### config.mk
export PLATFORM = sky130hd
export DESIGN_NAME = logic_unit_pipe
export DESIGN_NICKNAME = d
export VERILOG_FILES = /design/src/rtl/logic_unit_pipe_pkg.sv /design/src/rtl/logic_unit_pipe_core.sv /design/src/rtl/logic_unit_pipe.sv
export SDC_FILE = /design/constraint.sdc
export NUM_CORES = 1
export LEC_CHECK = 0
export BUFFER_PORTS_ARGS = -buffer_cell sky130_fd_sc_hd__buf_2
export CAP_MARGIN = 30
export CORE_AREA = 2 2 76 64
export CTS_CLUSTER_DIAMETER = 200
export DETAILED_ROUTE_END_ITERATION = 10
export DIE_AREA = 0 0 78 66
export GPL_ROUTABILITY_DRIVEN = 0
export PLACE_DENSITY = 0.85
export SLEW_MARGIN = 40
export SYNTH_ARGS = -nofsm -noshare
export SYNTH_HDL_FRONTEND = slang
export SYNTH_HIERARCHICAL = 1
export SYNTH_SLANG_ARGS = --single-unit
### constraint.sdc
create_clock -name clk -period 5.11 [get_ports clk]
set_clock_uncertainty 0.1 [all_clocks]
set_input_delay 0 -clock clk [delete_from_list [all_inputs] [get_ports clk]]
set_output_delay 0 -clock clk [all_outputs]
set_load 0.01 [all_outputs]
### src/rtl/logic_unit_pipe_pkg.sv
// logic_unit_pkg: shared definitions for the pipelined bitwise logic unit.
//   OP_W     - opcode width (fixed at 3, not overridable)
//   MAX_W    - widest supported operand; helpers work at this width and
//              callers zero-extend and mask
//   lu_op_e  - opcode encoding
//   lu_eval  - bitwise evaluation of one opcode (used by RTL and bench model)
//   lu_parity- XOR reduction helper for the result parity flag
package logic_unit_pkg;

    localparam int OP_W  = 3;
    localparam int MAX_W = 64;

    typedef enum logic [OP_W-1:0] {
        LU_AND  = 3'd0,
        LU_OR   = 3'd1,
        LU_NAND = 3'd2,
        LU_NOR  = 3'd3,
        LU_XOR  = 3'd4,
        LU_XNOR = 3'd5,
        LU_NOT  = 3'd6,
        LU_ANDN = 3'd7
    } lu_op_e;

    // Bits above the caller's width may come back as ones (NOT/NAND/...),
    // so callers mask the result down to their own width.
    function automatic logic [MAX_W-1:0] lu_eval(input logic [MAX_W-1:0] a,
                                                 input logic [MAX_W-1:0] b,
                                                 input lu_op_e op);
        logic [MAX_W-1:0] y;
        case (op)
            LU_AND:  y = a & b;
            LU_OR:   y = a | b;
            LU_NAND: y = ~(a & b);
            LU_NOR:  y = ~(a | b);
            LU_XOR:  y = a ^ b;
            LU_XNOR: y = ~(a ^ b);
            LU_NOT:  y = ~a;
            LU_ANDN: y = a & ~b;
            default: y = {MAX_W{1'b0}};
        endcase
        return y;
    endfunction

    function automatic logic lu_parity(input logic [MAX_W-1:0] v);
        return ^v;
    endfunction

endpackage

### src/rtl/logic_unit_pipe_core.sv
// logic_unit_core: purely combinational WIDTH-bit op evaluator with flags.
//   a, b     in  WIDTH  operands
//   op       in  lu_op_e opcode
//   y        out WIDTH  result
//   zero     out 1      y == 0
//   parity   out 1      XOR reduction of y
//   red_and  out 1      &y  (only with LOGIC_UNIT_PIPE_REDUCE_EN)
//   red_or   out 1      |y  (only with LOGIC_UNIT_PIPE_REDUCE_EN)
module logic_unit_core
    import logic_unit_pkg::*;
#(
    parameter int WIDTH = 8
) (
    input  logic [WIDTH-1:0] a,
    input  logic [WIDTH-1:0] b,
    input  lu_op_e           op,
    output logic [WIDTH-1:0] y,
`ifdef LOGIC_UNIT_PIPE_REDUCE_EN
    output logic             red_and,
    output logic             red_or,
`endif
    output logic             zero,
    output logic             parity
);

    // Keeps only the low WIDTH bits of the full-width evaluation.
    localparam logic [MAX_W-1:0] W_MASK = {MAX_W{1'b1}} >> (MAX_W - WIDTH);

    logic [MAX_W-1:0] a_ext_s;
    logic [MAX_W-1:0] b_ext_s;
    logic [MAX_W-1:0] res_s;

    // Zero-extend, evaluate at full width, mask and derive the flags.
    always_comb begin
        a_ext_s            = {MAX_W{1'b0}};
        b_ext_s            = {MAX_W{1'b0}};
        a_ext_s[WIDTH-1:0] = a;
        b_ext_s[WIDTH-1:0] = b;
        res_s              = lu_eval(a_ext_s, b_ext_s, op) & W_MASK;
        y                  = res_s[WIDTH-1:0];
        zero               = (res_s == {MAX_W{1'b0}});
        parity             = lu_parity(res_s);
`ifdef LOGIC_UNIT_PIPE_REDUCE_EN
        red_and            = &res_s[WIDTH-1:0];
        red_or             = |res_s;
`endif
    end

endmodule

### src/rtl/logic_unit_pipe.sv
// logic_unit_pipe: two-stage pipelined bitwise logic unit with valid/ready
// handshakes on both sides (capacity 2 beats, strict FIFO order).
// Optional macro: LOGIC_UNIT_PIPE_REDUCE_EN adds out_red_and / out_red_or.
//   clk, rst_n           clock, asynchronous active-low reset
//   in_valid/in_ready    operand handshake; in_a, in_b, in_op operands
//   out_valid/out_ready  result handshake; out_y result
//   out_zero, out_parity result flags, registered with out_y
module logic_unit_pipe
    import logic_unit_pkg::*;
#(
    parameter int WIDTH = 8
) (
    input  logic             clk,
    input  logic             rst_n,
    input  logic             in_valid,
    output logic             in_ready,
    input  logic [WIDTH-1:0] in_a,
    input  logic [WIDTH-1:0] in_b,
    input  logic [OP_W-1:0]  in_op,
    output logic             out_valid,
    input  logic             out_ready,
    output logic [WIDTH-1:0] out_y,
`ifdef LOGIC_UNIT_PIPE_REDUCE_EN
    output logic             out_red_and,
    output logic             out_red_or,
`endif
    output logic             out_zero,
    output logic             out_parity
);

    logic             s1_valid_r;
    logic [WIDTH-1:0] s1_a_r;
    logic [WIDTH-1:0] s1_b_r;
    lu_op_e           s1_op_r;

    logic             s2_valid_r;
    logic [WIDTH-1:0] s2_y_r;
    logic             s2_zero_r;
    logic             s2_parity_r;

    logic             advance1_s;
    logic             advance2_s;
    logic             accept_s;

    logic [WIDTH-1:0] core_y_s;
    logic             core_zero_s;
    logic             core_parity_s;

`ifdef LOGIC_UNIT_PIPE_REDUCE_EN
    logic             s2_red_and_r;
    logic             s2_red_or_r;
    logic             core_red_and_s;
    logic             core_red_or_s;
`endif

    // Each stage moves when its downstream slot is empty or being drained;
    // in_ready is built from registered state and out_ready only.
    always_comb begin
        advance2_s = !s2_valid_r || out_ready;
        advance1_s = !s1_valid_r || advance2_s;
        accept_s   = in_valid && advance1_s;
    end

    assign in_ready = advance1_s;

    logic_unit_core #(
        .WIDTH (WIDTH)
    ) u_core (
        .a       (s1_a_r),
        .b       (s1_b_r),
        .op      (s1_op_r),
        .y       (core_y_s),
`ifdef LOGIC_UNIT_PIPE_REDUCE_EN
        .red_and (core_red_and_s),
        .red_or  (core_red_or_s),
`endif
        .zero    (core_zero_s),
        .parity  (core_parity_s)
    );

    // Stage 1: operand capture on accept.
    always_ff @(posedge clk or negedge rst_n) begin
        if (!rst_n) begin
            s1_valid_r <= 1'b0;
            s1_a_r     <= {WIDTH{1'b0}};
            s1_b_r     <= {WIDTH{1'b0}};
            s1_op_r    <= LU_AND;
        end else begin
            if (advance1_s) begin
                s1_valid_r <= in_valid;
            end
            if (accept_s) begin
                s1_a_r  <= in_a;
                s1_b_r  <= in_b;
                s1_op_r <= lu_op_e'(in_op);
            end
        end
    end

    // Stage 2: result and flags; held while the consumer stalls.
    always_ff @(posedge clk or negedge rst_n) begin
        if (!rst_n) begin
            s2_valid_r  <= 1'b0;
            s2_y_r      <= {WIDTH{1'b0}};
            s2_zero_r   <= 1'b1;
            s2_parity_r <= 1'b0;
        end else begin
            if (advance2_s) begin
                s2_valid_r <= s1_valid_r;
                if (s1_valid_r) begin
                    s2_y_r      <= core_y_s;
                    s2_zero_r   <= core_zero_s;
                    s2_parity_r <= core_parity_s;
                end
            end
        end
    end

`ifdef LOGIC_UNIT_PIPE_REDUCE_EN
    // Stage 2 reduction flags, updated under the same condition as the result.
    always_ff @(posedge clk or negedge rst_n) begin
        if (!rst_n) begin
            s2_red_and_r <= 1'b0;
            s2_red_or_r  <= 1'b0;
        end else begin
            if (advance2_s && s1_valid_r) begin
                s2_red_and_r <= core_red_and_s;
                s2_red_or_r  <= core_red_or_s;
            end
        end
    end

    assign out_red_and = s2_red_and_r;
    assign out_red_or  = s2_red_or_r;
`endif

    assign out_valid  = s2_valid_r;
    assign out_y      = s2_y_r;
    assign out_zero   = s2_zero_r;
    assign out_parity = s2_parity_r;

endmodule
==> flow_summary.yaml, run 1 <==
floorplan:
  die_h_um: 66
  dieArea_um2: 5148
  ios: 35
  num_rows: 22
  start_util_pct: 52.59
  die_w_um: 78
  core_um2: 4404
drt:
  drt-total-wl_um: 4230
  ant_nets: 0
  wire_per_inst_um: 13.02
  drtIter0Drc: 90
  via_per_inst: 5.034
  via_count: 1636
  route.detailed.drc: 0
  first_pass_iters: 4
layout:
  drive_gt1_share_pct: 30.94
  multi_input_area_um2: 1385
  n_antenna_cell: 0
  regArea_um2: 778.2
  area_growth_pct: 21.72
  final_util_pct: 64.01
  nets: 315
  fillers: 359
global_route:
  grt.met3_usage_pct: 5.464
  grt_use_met1_pct: 23.34
  grt_overflow_total: 0
  grt_pass1_vias: 1586
  grt_max_degree: 32
  grt-busiest-layer: "met2"
  grt_pass1_wl_um: 7224
  grt_use_total_pct: 17.90
  grtUsageMet2_pct: 29.85
  antenna_found_initial: 0
clock_network:
  cts_root_buffer: "clkbuf_8"
  clkSinkCount: 31
  clockBufferDepth: 2
  cts_htree_levels: 2
  clk_latency_ns: 0.28
  cts.repair.resized: 0
  cts_tree: "built"
  numCtsBuffers: 5
  clk_pin_slew_ns: 0.07
critical_path:
  critPathKind: "reg2reg"
  crit_required_ns: 5.18
  timing.rr.end: "out_parity"
  endpoint_kind: "register"
  cp_max_fo: 19
  reg2reg_depth: 8
  cp.arrival_ns: 3.00
  crit_end: "out_parity"
  r2r_slack_ns: 2.18
  regToRegStartpoint: "s1_op_r[1]"
  start_kind: "register"
  startpoint: "s1_op_r[1]"
pwr:
  power_per_cell_area_nw_per_um2: 370.4
  leakagePower_nw: 1.391
  ir_worst_vdd_v: 0.0002152
timing:
  setup_viol: 0
  relSlewSlack_pct: 54.18
  period_needed_ns: 2.932
  tightestPinTransition_ns: 0.6873
  rsz0062_at_grt: "no"
  fin_tns_setup_ns: 0
  finalHoldViolCount: 0
  maxSlewViolCount: 0
  clock.fmax_mhz: 341.1
  finalCritPeriodShare_pct: 57.38
outcome:
  status: "finished, final reports clean"
synth:
  syn-num-nets: 261
  syn_inst: 210
  synth_cell_types: 38
  synthXorXnorAreaFrac_pct: 5.673
  ys_ff_latch: 31
  syn_area_um2: 2316
  muxShareOfSynthArea_pct: 22.91
  ys_warn_count: 6
  yosysSeqAreaShare_pct: 33.55
  synth-compound-area-share_pct: 6.969
  synth.avg_cell_area_um2: 11.03
  yosys.area_share.simple_pct: 9.130
  synth_top_family_by_area: "multiplexers"
  synthAdderAreaFrac_pct: 15.13
flow_run:
  cap_viol_max_count: 0
placed_design:
  hpwl_um: 2796
  port_buffers: 34
hold_path:
  hp-class: "in2async"
## routing by layer
| metal | share of wire [%] | vias up |
|---|---|---|
| li1 | - | 827 |
| met1 | 48 | 773 |
| met2 | 48 | 36 |
| met3 | 3.4 | 0 |
| met4 | 0 | 0 |
| met5 | 0 | - |
## worst max-delay path, stage by stage, from the launching register on
cell,delay [ns]
dfrtp_1,0.78
inv_1,0.39
or3_1,0.43
a21oi_1,0.20
a211oi_1,0.08
ha_1,0.30
xor2_1,0.18
xnor2_1,0.10
mux2_2,0.26
## registers in the layout, summed over array words and instances, names as in the netlist
signal      flops
s1_valid_r      1
out_zero        1
s1_a_r          8
s1_b_r          8
out_valid       1
s1_op_r         3
out_y           8
out_parity      1
## power breakdown
part / total, mW / internal [mW] / switching (mW)
logic: 0.465 / 0.252 / 0.213
registers: 0.367 / 0.306 / 0.0608
clock network: 0.212 / 0.123 / 0.0888
total: 1.04 / 0.682 / 0.362
## what timing repair did
item | in CTS | in global routing
hold endpoints to repair | 51 | 0
hold buffers | 22 | 0
buffers inserted | 0 | 0
## worst min path at each step
| stage | endpoint | slack [ns] | cells past startpoint |
|---|---|---|---|
| after CTS | s1_a_r[4] | 0.21 | 2 |
| after global routing | s1_b_r[7] | 0.28 | 2 |
| final | s1_a_r[0] | 0.21 | 2 |
| after global placement | s1_a_r[7] | -0.03 | 1 |
| after floorplan | out_parity | -0.40 | 0 |
| after detailed placement | out_y[7] | -0.02 | 1 |
## per-stage QoR
step / hold WS (ns) / cell area, µm² / std cells / total power [mW] / setup WS (ns)
6_report: 0.2086 / 2819 / 325 / 1.044 / 2.178
3_5_place_dp: -0.01836 / 2497 / 295 / 0.8179 / 2.202
5_1_grt: 0.2782 / 2819 / 325 / 1.133 / 1.978
2_1_floorplan: -0.3956 / 2316 / 210 / 0.7112 / 2.726
3_3_place_gp: -0.02693 / 2497 / 295 / 0.7990 / 2.315
4_1_cts: 0.2097 / 2818 / 325 / 1.051 / 2.186
## logic make-up (layout without fill, tap and decap cells)
logic type      Yosys count  count (layout)
simple gates             32              32
compound gates           27              27
fa+ha+maj                28              28
flops                    31              31
xor+xnor                 15              15
mux                      45              45
buf+inv                  32              87
## layout make-up
cell class                      instances  share of cell area [%]
Multi-Input combinational cell        147                   49.13
Inverter                               22                   2.929
Tap cell                               60                   2.663
Clock buffer                            8                   3.551
Sequential cell                        31                   27.61
Timing Repair Buffer                   57                   14.11
## Yosys cell counts (all sizes together)
library cell | count | area share (%)
mux2 | 34 | 18
dfrtp | 30 | 32
ha | 28 | 15
inv | 22 | 3.6
mux2i | 11 | 4.8
o21ai | 11 | 2.4
nor2 | 9 | 1.5
buf | 8 | 2.8
nand2 | 8 | 2.1
xnor2 | 8 | 3.0
xor2 | 7 | 2.6
a21oi | 6 | 1.3
a211oi | 4 | 1.3
nor3b | 4 | 1.3
a211o | 2 | 0.76
clkbuf | 2 | 0.32
nand2b | 2 | 0.54
nor4 | 2 | 0.81
a31oi | 1 | 0.27
and4 | 1 | 0.38
and4b | 1 | 0.43
dfstp | 1 | 1.1
nand3 | 1 | 0.22
nand3b | 1 | 0.86
nor4bb | 1 | 0.43
o211ai | 1 | 0.32
o21a | 1 | 0.32
o31ai | 1 | 0.32
or2b | 1 | 0.32
or3 | 1 | 0.27
## cells in the final DEF, fill, tap and decap left out, drive strengths merged
cell,instances
nand3b,1
mux2i,11
dlygate4sd3,22
xnor2,8
dfrtp,30
or2b,1
nand2b,2
nor3b,4
nand2,8
nor2,9
clkbuf,8
nand3,1
inv,22
a21oi,6
o21ai,11
dfstp,1
a211o,2
or3,1
mux2,34
ha,28
a31oi,1
buf,35
nor4bb,1
a211oi,4
o31ai,1
and4,1
o21a,1
o211ai,1
and4b,1
xor2,7
nor4,2
No activity file was read; power rests on OpenSTA's default activity.
==> run 2, diff against run 1 <==
--- a/config.mk
+++ b/config.mk
@@ -7,10 +7,10 @@
 export LEC_CHECK = 0
 export BUFFER_PORTS_ARGS = -buffer_cell sky130_fd_sc_hd__buf_2
 export CAP_MARGIN = 30
-export CORE_AREA = 2 2 76 64
+export CORE_AREA = 2 2 78 65
 export CTS_CLUSTER_DIAMETER = 200
 export DETAILED_ROUTE_END_ITERATION = 10
-export DIE_AREA = 0 0 78 66
+export DIE_AREA = 0 0 80 67
 export GPL_ROUTABILITY_DRIVEN = 0
 export PLACE_DENSITY = 0.85
 export SLEW_MARGIN = 40
==> constraint.sdc (replaced) <==
create_clock -name clk -period 2.6 [get_ports clk]
set_clock_uncertainty 0.1 [all_clocks]
set_input_delay 0 -clock clk [delete_from_list [all_inputs] [get_ports clk]]
set_output_delay 0 -clock clk [all_outputs]
set_load 0.01 [all_outputs]
==> run 2 against run 1 <==
Against the previous run: non-clock buffer count up 8; worst setup slack got worse by 2.1 ns; critical path type unchanged; fmax is 17% higher.
==> flow_summary.yaml, run 2 (synthesized netlist as in run 1, its figures left out) <==
critical_path:
  endpoint_kind: "register"
  cp_max_fo: 3
  start_kind: "register"
  cp.arrival_ns: 2.60
  critPathKind: "reg2reg"
  crit_required_ns: 2.68
  cpMaxStageDelayCell: "dfrtp_1"
  slowest_delay_ns: 0.41
  path_cells: "inv_2 > ha_4 > nor3b_1 > nor4_2 > o21ai_1 > a211oi_2 > ha_1 > xnor2_2 > xnor2_1 > mux2_2"
timing:
  layout_setup_ws_ns: 0.08380
  clock.fmax_mhz: 397.4
  finalHoldViolCount: 0
  tightestPinTransition_ns: 0.6912
  setup_viol: 0
  maxSlewViolCount: 0
  relSlewSlack_pct: 53.92
  period_needed_ns: 2.516
  hold_ws_ns: 0.1789
  finalCritPeriodShare_pct: 96.78
layout:
  final_cell_mix: "34 x buf_2, 30 x dfrtp_1, 27 x ha_1, 24 x mux2_2, 22 x dlygate4sd3_1"
  final_common_cell: "buf_2"
  fillers: 383
  nets: 323
  drive_gt1_share_pct: 34.43
  final_util_pct: 64.11
  fin_cells: 333
  area_growth_pct: 24.96
  n_antenna_cell: 0
clock_network:
  numCtsBuffers: 5
  cts_root_buffer: "clkbuf_8"
  cts_tree: "built"
  clk_latency_ns: 0.29
  clockBufferDepth: 2
  clk_pin_slew_ns: 0.07
  clkSinkCount: 31
  cts_htree_levels: 2
pwr:
  leakagePower_nw: 1.432
  ir_worst_vdd_v: 0.0003552
  total_power_mw: 2.085
  power_per_cell_area_nw_per_um2: 720.6
drt:
  via_per_inst: 4.925
  first_pass_iters: 4
  via_count: 1640
  met1Wirelength_um: 2016
  dr_wl_met2_um: 2014
  wl_met3_um: 172
  drtIter0Drc: 72
  route.detailed.drc: 0
  drt-total-wl_um: 4287
  maxUsedRoutingLayer: "met4"
  ant_nets: 0
  wire_per_inst_um: 12.87
placed_design:
  dp_slack_ns: 0.1108
  port_buffers: 34
  place_inst: 302
  hpwl_um: 2876
floorplan:
  die_w_um: 80
  num_rows: 22
  dieArea_um2: 5360
  die_h_um: 67
  core_um2: 4514
  ios: 35
  start_util_pct: 51.30
flow_run:
  cap_viol_max_count: 0
global_route:
  antenna_found_initial: 0
  grt_pass1_vias: 1650
  grt_overflow_total: 0
  grt_use_total_pct: 17.61
  grt_pass1_wl_um: 7086
  grt_max_degree: 32
hold_path:
  hp-class: "in2async"
outcome:
  status: "finished, final reports clean"
run 2: critical path, delay by kind of cell, from the launching register on:
kind	cells	cell delay [ns]
adder cells (fa/ha/maj)	2	0.49
multiplexers	1	0.26
flip-flops	1	0.41
buffers and inverters	1	0.09
AO/OA/AOI/OAI	2	0.40
XOR/XNOR	2	0.26
AND/OR/NAND/NOR	2	0.41
run 2: final timing paths:
kind	start	slack, ns	endpoint	cells past startpoint
worst min-delay path	rst_n	0.18	s1_b_r[1]	2
worst min register to register	out_y[4]	0.40	out_y[4]	1
max in group asynchronous	rst_n	1.77	out_y[0]	2
min in group clk	in_a[1]	0.37	s1_a_r[1]	3
worst max-delay path	s1_b_r[7]	0.08	out_parity	10
worst max register to register	s1_b_r[7]	0.08	out_parity	10
run 2: layout make-up:
type	count	area [µm²]	area share, %
Inverter	22	82.58	2.853
Clock inverter	1	5.005	0.1729
Clock buffer	7	86.33	2.983
Timing Repair Buffer	65	457.9	15.82
Tap cell	60	75.07	2.594
Multi-Input combinational cell	147	1410	48.72
Sequential cell	31	777.0	26.85
run 2: stage by stage:
stage,TNS [ns],cell area [µm²]
after global routing,-0.04810,2894
final,0,2894
after floorplan,0,2316
after CTS,0,2861
after global placement,0,2550
after detailed placement,0,2550
run 2: timing repair:
action / in CTS / in global routing
setup endpoints to repair: 0 / 1
hold buffers: 22 / 0
setup buffers: 0 / 1
endpoints found under the hold margin: 51 / 0
resized for setup: 0 / 5
run 2: per-layer routing:
metal | track usage [%] | vias up
met1 | 20.47 | 766
met3 | 4.065 | 7
li1 | - | 841
met5 | 0 | -
met4 | 10.17 | 0
met2 | 29.79 | 26
run 2: report_power, final:
part / leakage [nW] / total [mW] / internal, mW / switching, mW
Clock: 0.0482 / 0.395 / 0.213 / 0.182
Combinational: 1.02 / 1.00 / 0.543 / 0.459
Sequential: 0.360 / 0.688 / 0.603 / 0.0853
Total: 1.43 / 2.09 / 1.36 / 0.726
